**src/rtl/vga_pkg.sv**
```systemverilog
// Shared VGA 640x480@60 Hz timing constants and coordinate type.
// Used by the timing pipe, the renderer and the mouse overlay.
package vga_pkg;

    typedef logic [9:0] coord_t;

    // Horizontal timing in pixel clocks
    localparam coord_t H_ACTIVE = 10'd640;
    localparam coord_t H_FP     = 10'd16;
    localparam coord_t H_SYNC   = 10'd96;
    localparam coord_t H_BP     = 10'd48;
    localparam coord_t H_TOTAL  = H_ACTIVE + H_FP + H_SYNC + H_BP;  // 800

    // Vertical timing in lines
    localparam coord_t V_ACTIVE = 10'd480;
    localparam coord_t V_FP     = 10'd10;
    localparam coord_t V_SYNC   = 10'd2;
    localparam coord_t V_BP     = 10'd33;
    localparam coord_t V_TOTAL  = V_ACTIVE + V_FP + V_SYNC + V_BP;  // 525

    // Inclusive sync windows on the undelayed counters
    localparam coord_t H_SYNC_START = H_ACTIVE + H_FP;               // 656
    localparam coord_t H_SYNC_END   = H_SYNC_START + H_SYNC - 10'd1; // 751
    localparam coord_t V_SYNC_START = V_ACTIVE + V_FP;               // 490
    localparam coord_t V_SYNC_END   = V_SYNC_START + V_SYNC - 10'd1; // 491

    localparam coord_t H_LAST = H_TOTAL - 10'd1;
    localparam coord_t V_LAST = V_TOTAL - 10'd1;

    localparam int unsigned TAP_DEPTH    = 6;
    localparam int unsigned SYNC_DELAY   = 1;
    localparam int unsigned COORD_PAIR_W = 20;

    function automatic logic in_span(input coord_t c, input coord_t lo, input coord_t hi);
        return (c >= lo) && (c <= hi);
    endfunction

endpackage

```
**src/rtl/coord_delay_line.sv**
```systemverilog
// Shift register of packed {v,h} coordinate pairs with every stage exposed.
//   clk_i   pixel clock
//   rst_i   asynchronous active-high reset, clears all stages to 0
//   d_i     coordinate pair entering stage 0
//   taps_o  taps_o[k] is d_i delayed by k+1 cycles
module coord_delay_line #(
    parameter int unsigned DEPTH = 6,
    parameter int unsigned WIDTH = 20
) (
    input  logic                        clk_i,
    input  logic                        rst_i,
    input  logic [WIDTH-1:0]            d_i,
    output logic [DEPTH-1:0][WIDTH-1:0] taps_o
);

    logic [DEPTH-1:0][WIDTH-1:0] taps_q;

    always_ff @(posedge clk_i or posedge rst_i) begin
        if (rst_i) begin
            taps_q <= '0;
        end else begin
            taps_q <= {taps_q[DEPTH-2:0], d_i};
        end
    end

    assign taps_o = taps_q;

endmodule

```
**src/rtl/vga_timing_pipe.sv**
```systemverilog
// VGA 640x480@60 Hz timing generator with delayed coordinate taps for the
// renderer's ROM-fetch pipeline.
//   clk_25mhz_i           25 MHz pixel clock
//   rst_i                 asynchronous active-high reset
//   h_cnt_o / v_cnt_o     current column (0..799) / line (0..524)
//   h_cnt_k_o / v_cnt_k_o counters delayed by k cycles (k = 1..6)
//   valid_o               inside the 640x480 visible area, aligned with h/v_cnt
//   hsync_o / vsync_o     active-low syncs, SYNC_DELAY cycles behind h/v_cnt
//   frame_start_o         one-cycle pulse while (h_cnt, v_cnt) == (0, 0)
module vga_timing_pipe
    import vga_pkg::*;
(
    input  logic   clk_25mhz_i,
    input  logic   rst_i,
    output coord_t h_cnt_o,
    output coord_t v_cnt_o,
    output coord_t h_cnt_1_o,
    output coord_t h_cnt_2_o,
    output coord_t h_cnt_3_o,
    output coord_t h_cnt_4_o,
    output coord_t h_cnt_5_o,
    output coord_t h_cnt_6_o,
    output coord_t v_cnt_1_o,
    output coord_t v_cnt_2_o,
    output coord_t v_cnt_3_o,
    output coord_t v_cnt_4_o,
    output coord_t v_cnt_5_o,
    output coord_t v_cnt_6_o,
    output logic   valid_o,
    output logic   hsync_o,
    output logic   vsync_o,
    output logic   frame_start_o
);

    // run_q holds the counters at (0,0) for the first edge after reset so that
    // the first post-reset cycle presents pixel (0,0) with valid and frame_start.
    logic   run_q;
    coord_t h_q, h_d;
    coord_t v_q, v_d;
    logic   valid_q;
    logic   frame_start_q;

    always_comb begin
        h_d = h_q;
        v_d = v_q;
        if (run_q) begin
            if (h_q == H_LAST) begin
                h_d = '0;
                v_d = (v_q == V_LAST) ? '0 : v_q + 10'd1;
            end else begin
                h_d = h_q + 10'd1;
            end
        end
    end

    // valid/frame_start are computed from next-state counters so they line up
    // with h_q/v_q in the same cycle.
    always_ff @(posedge clk_25mhz_i or posedge rst_i) begin
        if (rst_i) begin
            run_q         <= 1'b0;
            h_q           <= '0;
            v_q           <= '0;
            valid_q       <= 1'b0;
            frame_start_q <= 1'b0;
        end else begin
            run_q         <= 1'b1;
            h_q           <= h_d;
            v_q           <= v_d;
            valid_q       <= (h_d < H_ACTIVE) && (v_d < V_ACTIVE);
            frame_start_q <= (h_d == '0) && (v_d == '0);
        end
    end

    // Sync delay: {vsync, hsync} per stage, idle-high.
    logic [1:0]                  sync_raw;
    logic [SYNC_DELAY-1:0][1:0]  sync_q;
    logic [SYNC_DELAY-1:0][1:0]  sync_shift;

    assign sync_raw = {~in_span(v_q, V_SYNC_START, V_SYNC_END),
                       ~in_span(h_q, H_SYNC_START, H_SYNC_END)};

    if (SYNC_DELAY > 1) begin : g_sync_multi
        assign sync_shift = {sync_q[SYNC_DELAY-2:0], sync_raw};
    end else begin : g_sync_single
        assign sync_shift = sync_raw;
    end

    always_ff @(posedge clk_25mhz_i or posedge rst_i) begin
        if (rst_i) begin
            sync_q <= '1;
        end else begin
            sync_q <= sync_shift;
        end
    end

    // Coordinate taps
    logic [TAP_DEPTH-1:0][COORD_PAIR_W-1:0] taps;

    coord_delay_line #(
        .DEPTH (TAP_DEPTH),
        .WIDTH (COORD_PAIR_W)
    ) u_taps (
        .clk_i  (clk_25mhz_i),
        .rst_i  (rst_i),
        .d_i    ({v_q, h_q}),
        .taps_o (taps)
    );

    assign h_cnt_o       = h_q;
    assign v_cnt_o       = v_q;
    assign valid_o       = valid_q;
    assign frame_start_o = frame_start_q;
    assign hsync_o       = sync_q[SYNC_DELAY-1][0];
    assign vsync_o       = sync_q[SYNC_DELAY-1][1];

    assign h_cnt_1_o = taps[0][9:0];
    assign h_cnt_2_o = taps[1][9:0];
    assign h_cnt_3_o = taps[2][9:0];
    assign h_cnt_4_o = taps[3][9:0];
    assign h_cnt_5_o = taps[4][9:0];
    assign h_cnt_6_o = taps[5][9:0];
    assign v_cnt_1_o = taps[0][19:10];
    assign v_cnt_2_o = taps[1][19:10];
    assign v_cnt_3_o = taps[2][19:10];
    assign v_cnt_4_o = taps[3][19:10];
    assign v_cnt_5_o = taps[4][19:10];
    assign v_cnt_6_o = taps[5][19:10];

endmodule

```
**config.mk**
```make
export PLATFORM = sky130hd
export DESIGN_NAME = vga_timing_pipe
export DESIGN_NICKNAME = d
export VERILOG_FILES = /design/src/rtl/vga_pkg.sv /design/src/rtl/coord_delay_line.sv /design/src/rtl/vga_timing_pipe.sv
export SDC_FILE = /design/constraint.sdc
export NUM_CORES = 1
export LEC_CHECK = 0
export CAP_MARGIN = 30
export CORE_MARGIN = 2
export CORE_UTILIZATION = 49
export CTS_CLUSTER_DIAMETER = 200
export CTS_CLUSTER_SIZE = 40
export DETAILED_ROUTE_END_ITERATION = 6
export PLACE_DENSITY_LB_ADDON = 0.12
export SETUP_SLACK_MARGIN = 0.4
export SYNTH_ARGS = -nofsm -noshare
export SYNTH_HDL_FRONTEND = slang
export SYNTH_SLANG_ARGS = --single-unit
```
**constraint.sdc**
```tcl
create_clock -name clk_25mhz_i -period 11.8 [get_ports clk_25mhz_i]
set_input_delay 2.36 -clock clk_25mhz_i [delete_from_list [all_inputs] [get_ports clk_25mhz_i]]
set_output_delay 2.36 -clock clk_25mhz_i [all_outputs]
set_load 0.05 [all_outputs]
```
==> results of run 1 <==
==> cell families after synthesis <==
group / share of synthesized area
adders and majority gates: 0.0135
DFF: 0.786
AOI/OAI and AO/OA: 0.0501
xor gates and xnor gates: 0.0244
and+or+nand+nor: 0.0986
other: 0.000812
buffers and inverters: 0.0236
muxes: 0.00325
==> metrics by stage <==
stage               cell area [um2]  hold slack, ns  cells
floorplan                      4620           0.672    297
global placement               6160           0.355    541
detailed placement             6160           0.359    541
CTS                            6690           0.370    572
global route                   6690           0.377    572
finish                         6690           0.368    572
==> area by class of cell <==
cell class	count	area, um2
clock buffers	17	414
clock inverters	14	121
fillers	616	2500
inverters	11	46.3
multi-input cells	128	881
flip-flops and latches	145	3630
well taps	111	139
repair buffers	146	1460
==> power breakdown <==
group	internal (mW)	total, mW	leakage, nW	switching (mW)
combinational	0.119	0.388	0.853	0.269
sequential	0.556	0.604	1.95	0.0475
clock	0.263	0.472	0.248	0.209
total	0.938	1.46	3.05	0.526
==> worst paths after layout <==
kind                                   start                 to  slack [ns]  cells past startpoint
max                               h_cnt_o[5]         h_cnt_o[5]        7.35                      1
min                        u_taps.taps_o[48]  u_taps.taps_o[68]        0.37                      0
max reg2reg                       h_cnt_o[0]      frame_start_o        9.26                      7
min reg2reg                u_taps.taps_o[48]  u_taps.taps_o[68]        0.37                      0
max in group asynchronous              rst_i  u_taps.taps_o[55]        8.18                      3
min in group asynchronous              rst_i  u_taps.taps_o[82]        2.34                      2
==> registers in the layout, summed over array words and instances (netlist names) <==
name,cells
u_taps.taps_o,120
run_q,1
sync_q,2
h_cnt_o,10
frame_start_o,1
valid_o,1
v_cnt_o,10
==> placed cells by master (no fill, tap or decap), types with 7 or more instances in the layout <==
master           instances
clkdlybuf4s50_1        145
nor3_1                   9
inv_1                   10
clkbuf_16               16
o21ai_0                  9
nand4_1                 10
xnor2_1                  8
nand3_1                 11
nand2_1                 10
dfrtp_1                143
a21oi_1                  7
nor2_1                   9
==> per-layer routing <==
metal / up-vias / global-route usage / share of wire
li1: 1349 / - / -
met1: 1448 / 0.257 / 0.40
met2: 115 / 0.320 / 0.52
met3: 11 / 0.0631 / 0.061
met4: 0 / 0.0748 / 0.013
met5: - / 0 / 0
==> synthesized netlist by cell type, drive strengths merged, types with 3 or more instances <==
library cell  instances  area [um2]
dfrtp               143        3580
inv                  11        41.3
nand2                11        48.8
nand3                11        55.1
nand4                10        62.6
nor2                  9        33.8
nor3                  9        45.0
o21ai                 9        45.0
xnor2                 9        86.3
a21oi                 7        35.0
buf                   7        43.8
clkbuf                6        23.8
and3                  5        31.3
and4                  5        43.8
ha                    5        62.6
a31oi                 3        18.8
or4                   3        22.5
xor2                  3        26.3
==> results.md, run 1 <==
* Outcome: complete, no violations
* Warnings, synthesis at 0
* First-pass GRT wire length at 15100 um
* Endpoint required time on the critical path at 9.44 ns
* Ratio of total power to cell area at 219 nW/um2
* Data arrival time at the worst-slack endpoint at 2.09 ns
* Path category of the worst min-delay check: flip-flop to flip-flop
* DIE WIDTH at 101 um
* Routability-driven placement congestion ratio at 0.885
* Peak supply drop at 0.138 mV
* Average detailed-routed wire length per instance at 16.9 um
* Worst path buffer plus inverter count at 1
* Time the final worst path needs with I/O delays and setup at 4.45 ns
* Avg Cell Area, Syn at 15.6 um2
* Endpoint type of the worst setup path: output port
* RSZ-0062 raised after global routing: false
* Cell area after synthesis at 4620 um2
* Initial antenna violation count at 0
* Num CTS Buffers at 17
* Starting utilization of the core area at 0.502
* Count of nets after finishing at 456
* Max-slew violation count at 0
* Placed wire-length estimate after detailed placement at 6770 um
* Pin count of the biggest net entering global routing at 81
* Total nets after synthesis at 304
* Worst Setup Start Kind: flip-flop
* Clock transition at path regs at 0.06 ns
* Via count of the first global-routing pass at 2856
* Peak Freq at 225 MHz
* Die area at 10200 um2
* Post-cts hold buffer count at 0
* Total count of hold-check failures in the final report at 0
* Grt total ovfl at 0
* Slowest library cell on the worst path: clkdlybuf4s50_1
* Placeable core region at 9200 um2
* Static Leak at 3.05 nW
* TritonCTS clock tree: built
* Post-detailed-route DRC marker count at 0
* Final number of setup-violating endpoints at 0
* Die Height at 101 um
* PostCTS Resize Cnt at 0
* Cell Chain, Critical Path: clkdlybuf4s50_1
* Number of vias after detailed routing at 2923
* Aggregate negative setup slack at 0 ns
* CTS HTree Levels at 4
* Unique masters post-synth at 49
* Buffers on Ports at 145
* Count of boundary I/O pins at 146
* Detail Route Antenna Nets at 0
* Highest fanout seen on the critical path at 15
* Post-synthesis sequential element count at 145
* Layout cell share with drive strength beyond 1 at 0.0889
* Antenna Diode Count at 0
* Global-route usage over all layers at 0.199
* Sink count of the clock tree at 145
* PnR Total Power at 1.46 mW
* Clock latency at the later pin of the worst-skew pair at 0.51 ns
* Maximum clock path buffer count at 2
* Layout-stage area growth over the synthesis result at 44.8%
* Relative max-transition margin at 0.481
* Maximum capacitance violations at 0
* Biggest cell delay along the critical path at 0.91 ns
* Core occupancy in the finished layout at 0.728
* Number of post-CTS setup repair buffers at 0
* Worst Max-Slew Pin Slew at 0.778 ns
* First DRT Iteration DRCs at 89
* Root Buffer Master: clkbuf_8
* Number of placement rows at 35
* Total wirelength of the detailed-routed design at 9680 um
* Fraction of the yosys area taken by sequential cells at 0.786
* Final Cycle Share at 0.377
* Final clock skew at 0.00799 ns
* Path type of the worst setup path: flip-flop to output port
* Minimum setup slack in the final design at 7.35 ns
* Via-to-Cell Ratio at 5.11
* Number of enable-type register cells in the synthesized netlist at 0
* Critical path's top delay family: buffers and inverters
* Detailed Routing Iterations Pass 1 at 4
* Ys flop type: dfrtp_1
* Number of instances in the synthesized netlist at 297
* Pre-CTS setup slack at 7.57 ns
* Fraction of registers with async set or reset after synthesis at 1.00
(Power assumes the default switching activity.)
==> inputs of run 2 (changes only) <==
Settings changed: CORE_UTILIZATION 49 to 46.
Clock period 11.8 ns to 4.4 ns, I/O delays scaled along.
==> run 2 against run 1 <==
Compared with the run above: count of clock-buffer cells in the layout stayed put; register-to-register slack worse by 7.3 ns; final cell count is 4.4% higher; hold slack worse by 0.0019 ns; via count is 0.79% higher; utilization is 3.2 points lower; critical path type unchanged; largest power group unchanged; critical endpoint unchanged.
==> results.md, run 2 (synthesis gave the netlist of run 1 again) <==
* Peak supply drop at 0.371 mV (+170%)
* Average detailed-routed wire length per instance at 16.0 um (-5.3%)
* Placeable core region at 9770 um2 (+6.3%)
* Placed cells at 565 (+4.4%)
* Data arrival time at the worst-slack endpoint at 2.07 ns (-0.02 ns)
* Max-slew violation count at 0 (unchanged)
* Routability-driven placement congestion ratio at 0.859 (-3.0%)
* Number of placement rows at 36 (+2.9%)
* Grt total ovfl at 0 (unchanged)
* Worst Setup Start Kind: flip-flop
* Total count of hold-check failures in the final report at 0 (unchanged)
* Power spent charging and discharging nets at 1.41 mW (+170%)
* Register cell area after layout at 3630 um2 (unchanged)
* Static Leak at 3.09 nW (+1.2%)
* Endpoint type of the worst setup path: output port
* Layout cell share with drive strength beyond 1 at 0.0948 (+0.00589)
* Placed wire-length estimate after detailed placement at 6770 um (about the same)
* Final Cycle Share at 0.670
* Layout-stage area growth over the synthesis result at 47.1%
* Buffers on Ports at 145 (unchanged)
* Minimum setup slack in the final design at 1.45 ns (-5.90 ns)
* Path category of the worst min-delay check: flip-flop to flip-flop
* Aggregate negative setup slack at 0 ns (unchanged)
* Num CTS Buffers at 17 (unchanged)
* Share of total power consumed by net switching at 0.348 (-0.0113)
* Peak Freq at 339 MHz
* Non-filler instance count after layout at 597 (+4.4%)
* Number of vias after detailed routing at 2946 (+0.79%)
* Clock transition at path regs at 0.06 ns (about the same)
* Filler cell count at 690 (+12%)
* Via-to-Cell Ratio at 4.93 (-3.4%)
* Leading cell type in the layout, fill and taps excluded: clkdlybuf4s50_1
* Path type of the worst setup path: flip-flop to output port
* Relative max-transition margin at 0.413 (-0.0684)
* Part of the power in combinational logic at 0.258 (-0.007)
* PostCTS Resize Cnt at 0 (unchanged)
* Sink count of the clock tree at 145 (unchanged)
* Pin count of the biggest net entering global routing at 78 (-3.7%)
* Count of nets after finishing at 458 (+0.44%)
* Time the final worst path needs with I/O delays and setup at 2.95 ns
* Slowest library cell on the worst path: clkdlybuf4s50_1
* Pre-CTS setup slack at 1.98 ns (-5.59 ns)
* Die Height at 104 um (+3.1%)
* DIE WIDTH at 104 um (+3.1%)
* PnR Total Power at 4.04 mW (+180%)
* Via count of the first global-routing pass at 2932 (+2.7%)
* Seq pwr share at 0.400 (-0.012)
* Count of boundary I/O pins at 146 (unchanged)
* Flip-flop count of the largest register after layout at 120 (unchanged)
* Highest fanout seen on the critical path at 15 (unchanged)
* Detail Route Antenna Nets at 0 (unchanged)
* Cell internal pwr at 2.64 mW (+180%)
* Share of total power in the clock network at 0.342 (+0.019)
* Post-cts hold buffer count at 0 (unchanged)
* Global-route usage over all layers at 0.189 (-0.00986)
* Worst path buffer plus inverter count at 1 (unchanged)
* Maximum capacitance violations at 0 (unchanged)
* Root Buffer Master: clkbuf_8
* CTS HTree Levels at 4 (unchanged)
* Endpoint required time on the critical path at 3.52 ns (-5.92 ns)
* Detailed Routing Iterations Pass 1 at 4 (unchanged)
* Clock latency at the later pin of the worst-skew pair at 0.50 ns (about the same)
* Antenna Diode Count at 0 (unchanged)
* Outcome: complete, no violations
* Die area at 10900 um2 (+6.3%)
* Total wirelength of the detailed-routed design at 9570 um (-1.2%)
* TritonCTS clock tree: built
* Top library cells by usage in the layout, fill and taps aside: clkdlybuf4s50_1, dfrtp_1, clkbuf_16
* Final clock skew at 0.00800 ns (+0.00000816 ns)
* Worst Max-Slew Pin Slew at 0.879 ns (+0.101 ns)
* RSZ-0062 raised after global routing: false
* First DRT Iteration DRCs at 177 (+99%)
* Biggest cell delay along the critical path at 0.91 ns (about the same)
* Core occupancy in the finished layout at 0.695 (-0.0324)
* Final number of setup-violating endpoints at 0 (unchanged)
* Starting utilization of the core area at 0.473 (-0.0297)
* Number of post-CTS setup repair buffers at 0 (unchanged)
* First-pass GRT wire length at 15700 um (+3.6%)
* Post-detailed-route DRC marker count at 0 (unchanged)
* Initial antenna violation count at 0 (unchanged)
* Critical path's top delay family: buffers and inverters
* Area occupied by multi-input gates at 881 um2 (unchanged)
* Maximum clock path buffer count at 2 (unchanged)
* Ratio of total power to cell area at 595 nW/um2 (+170%)
* Cell Chain, Critical Path: clkdlybuf4s50_1
run 2: area by class of cell:
class	count	area share
Sequential cell	145	0.534
Timing Repair Buffer	148	0.219
Multi-Input combinational cell	128	0.130
Clock buffer	17	0.0609
Clock inverter	15	0.0252
Tap cell	133	0.0245
Inverter	11	0.00663
run 2: stage by stage:
step / area, um2 / hold slack (ns)
final: 6800 / 0.366
after global routing: 6800 / 0.377
after CTS: 6800 / 0.372
after detailed placement: 6210 / 0.358
after global placement: 6210 / 0.356
after floorplan: 4620 / 0.672
run 2: final timing paths:
path / from / cells past startpoint / slack (ns) / end
worst max-delay path: h_cnt_o[5] / 1 / 1.45 / h_cnt_o[5]
worst min-delay path: u_taps.taps_o[65] / 0 / 0.37 / u_taps.taps_o[85]
worst max register to register: h_cnt_o[0] / 7 / 1.93 / valid_o
worst min register to register: u_taps.taps_o[65] / 0 / 0.37 / u_taps.taps_o[85]
max in group asynchronous: rst_i / 3 / 2.63 / sync_q[1]
min in group asynchronous: rst_i / 2 / 0.90 / u_taps.taps_o[102]
run 2: metal layers:
metal	global-route usage	wire, um	vias to the layer above
li1	-	-	1353
met2	0.297	4880	132
met4	0.0801	136	0
met1	0.242	3930	1450
met3	0.0652	621	11
met5	0	0	-
run 2: power by group through the flow:
stage | logic (mW) | clock network, mW | registers (mW)
final | 1.04 | 1.38 | 1.62
after global routing | 1.08 | 1.49 | 1.64
after CTS | 1.05 | 1.42 | 1.62
after detailed placement | 1.05 | 0 | 1.64
after global placement | 1.05 | 0 | 1.63
after floorplan | 0.154 | 0 | 2.16
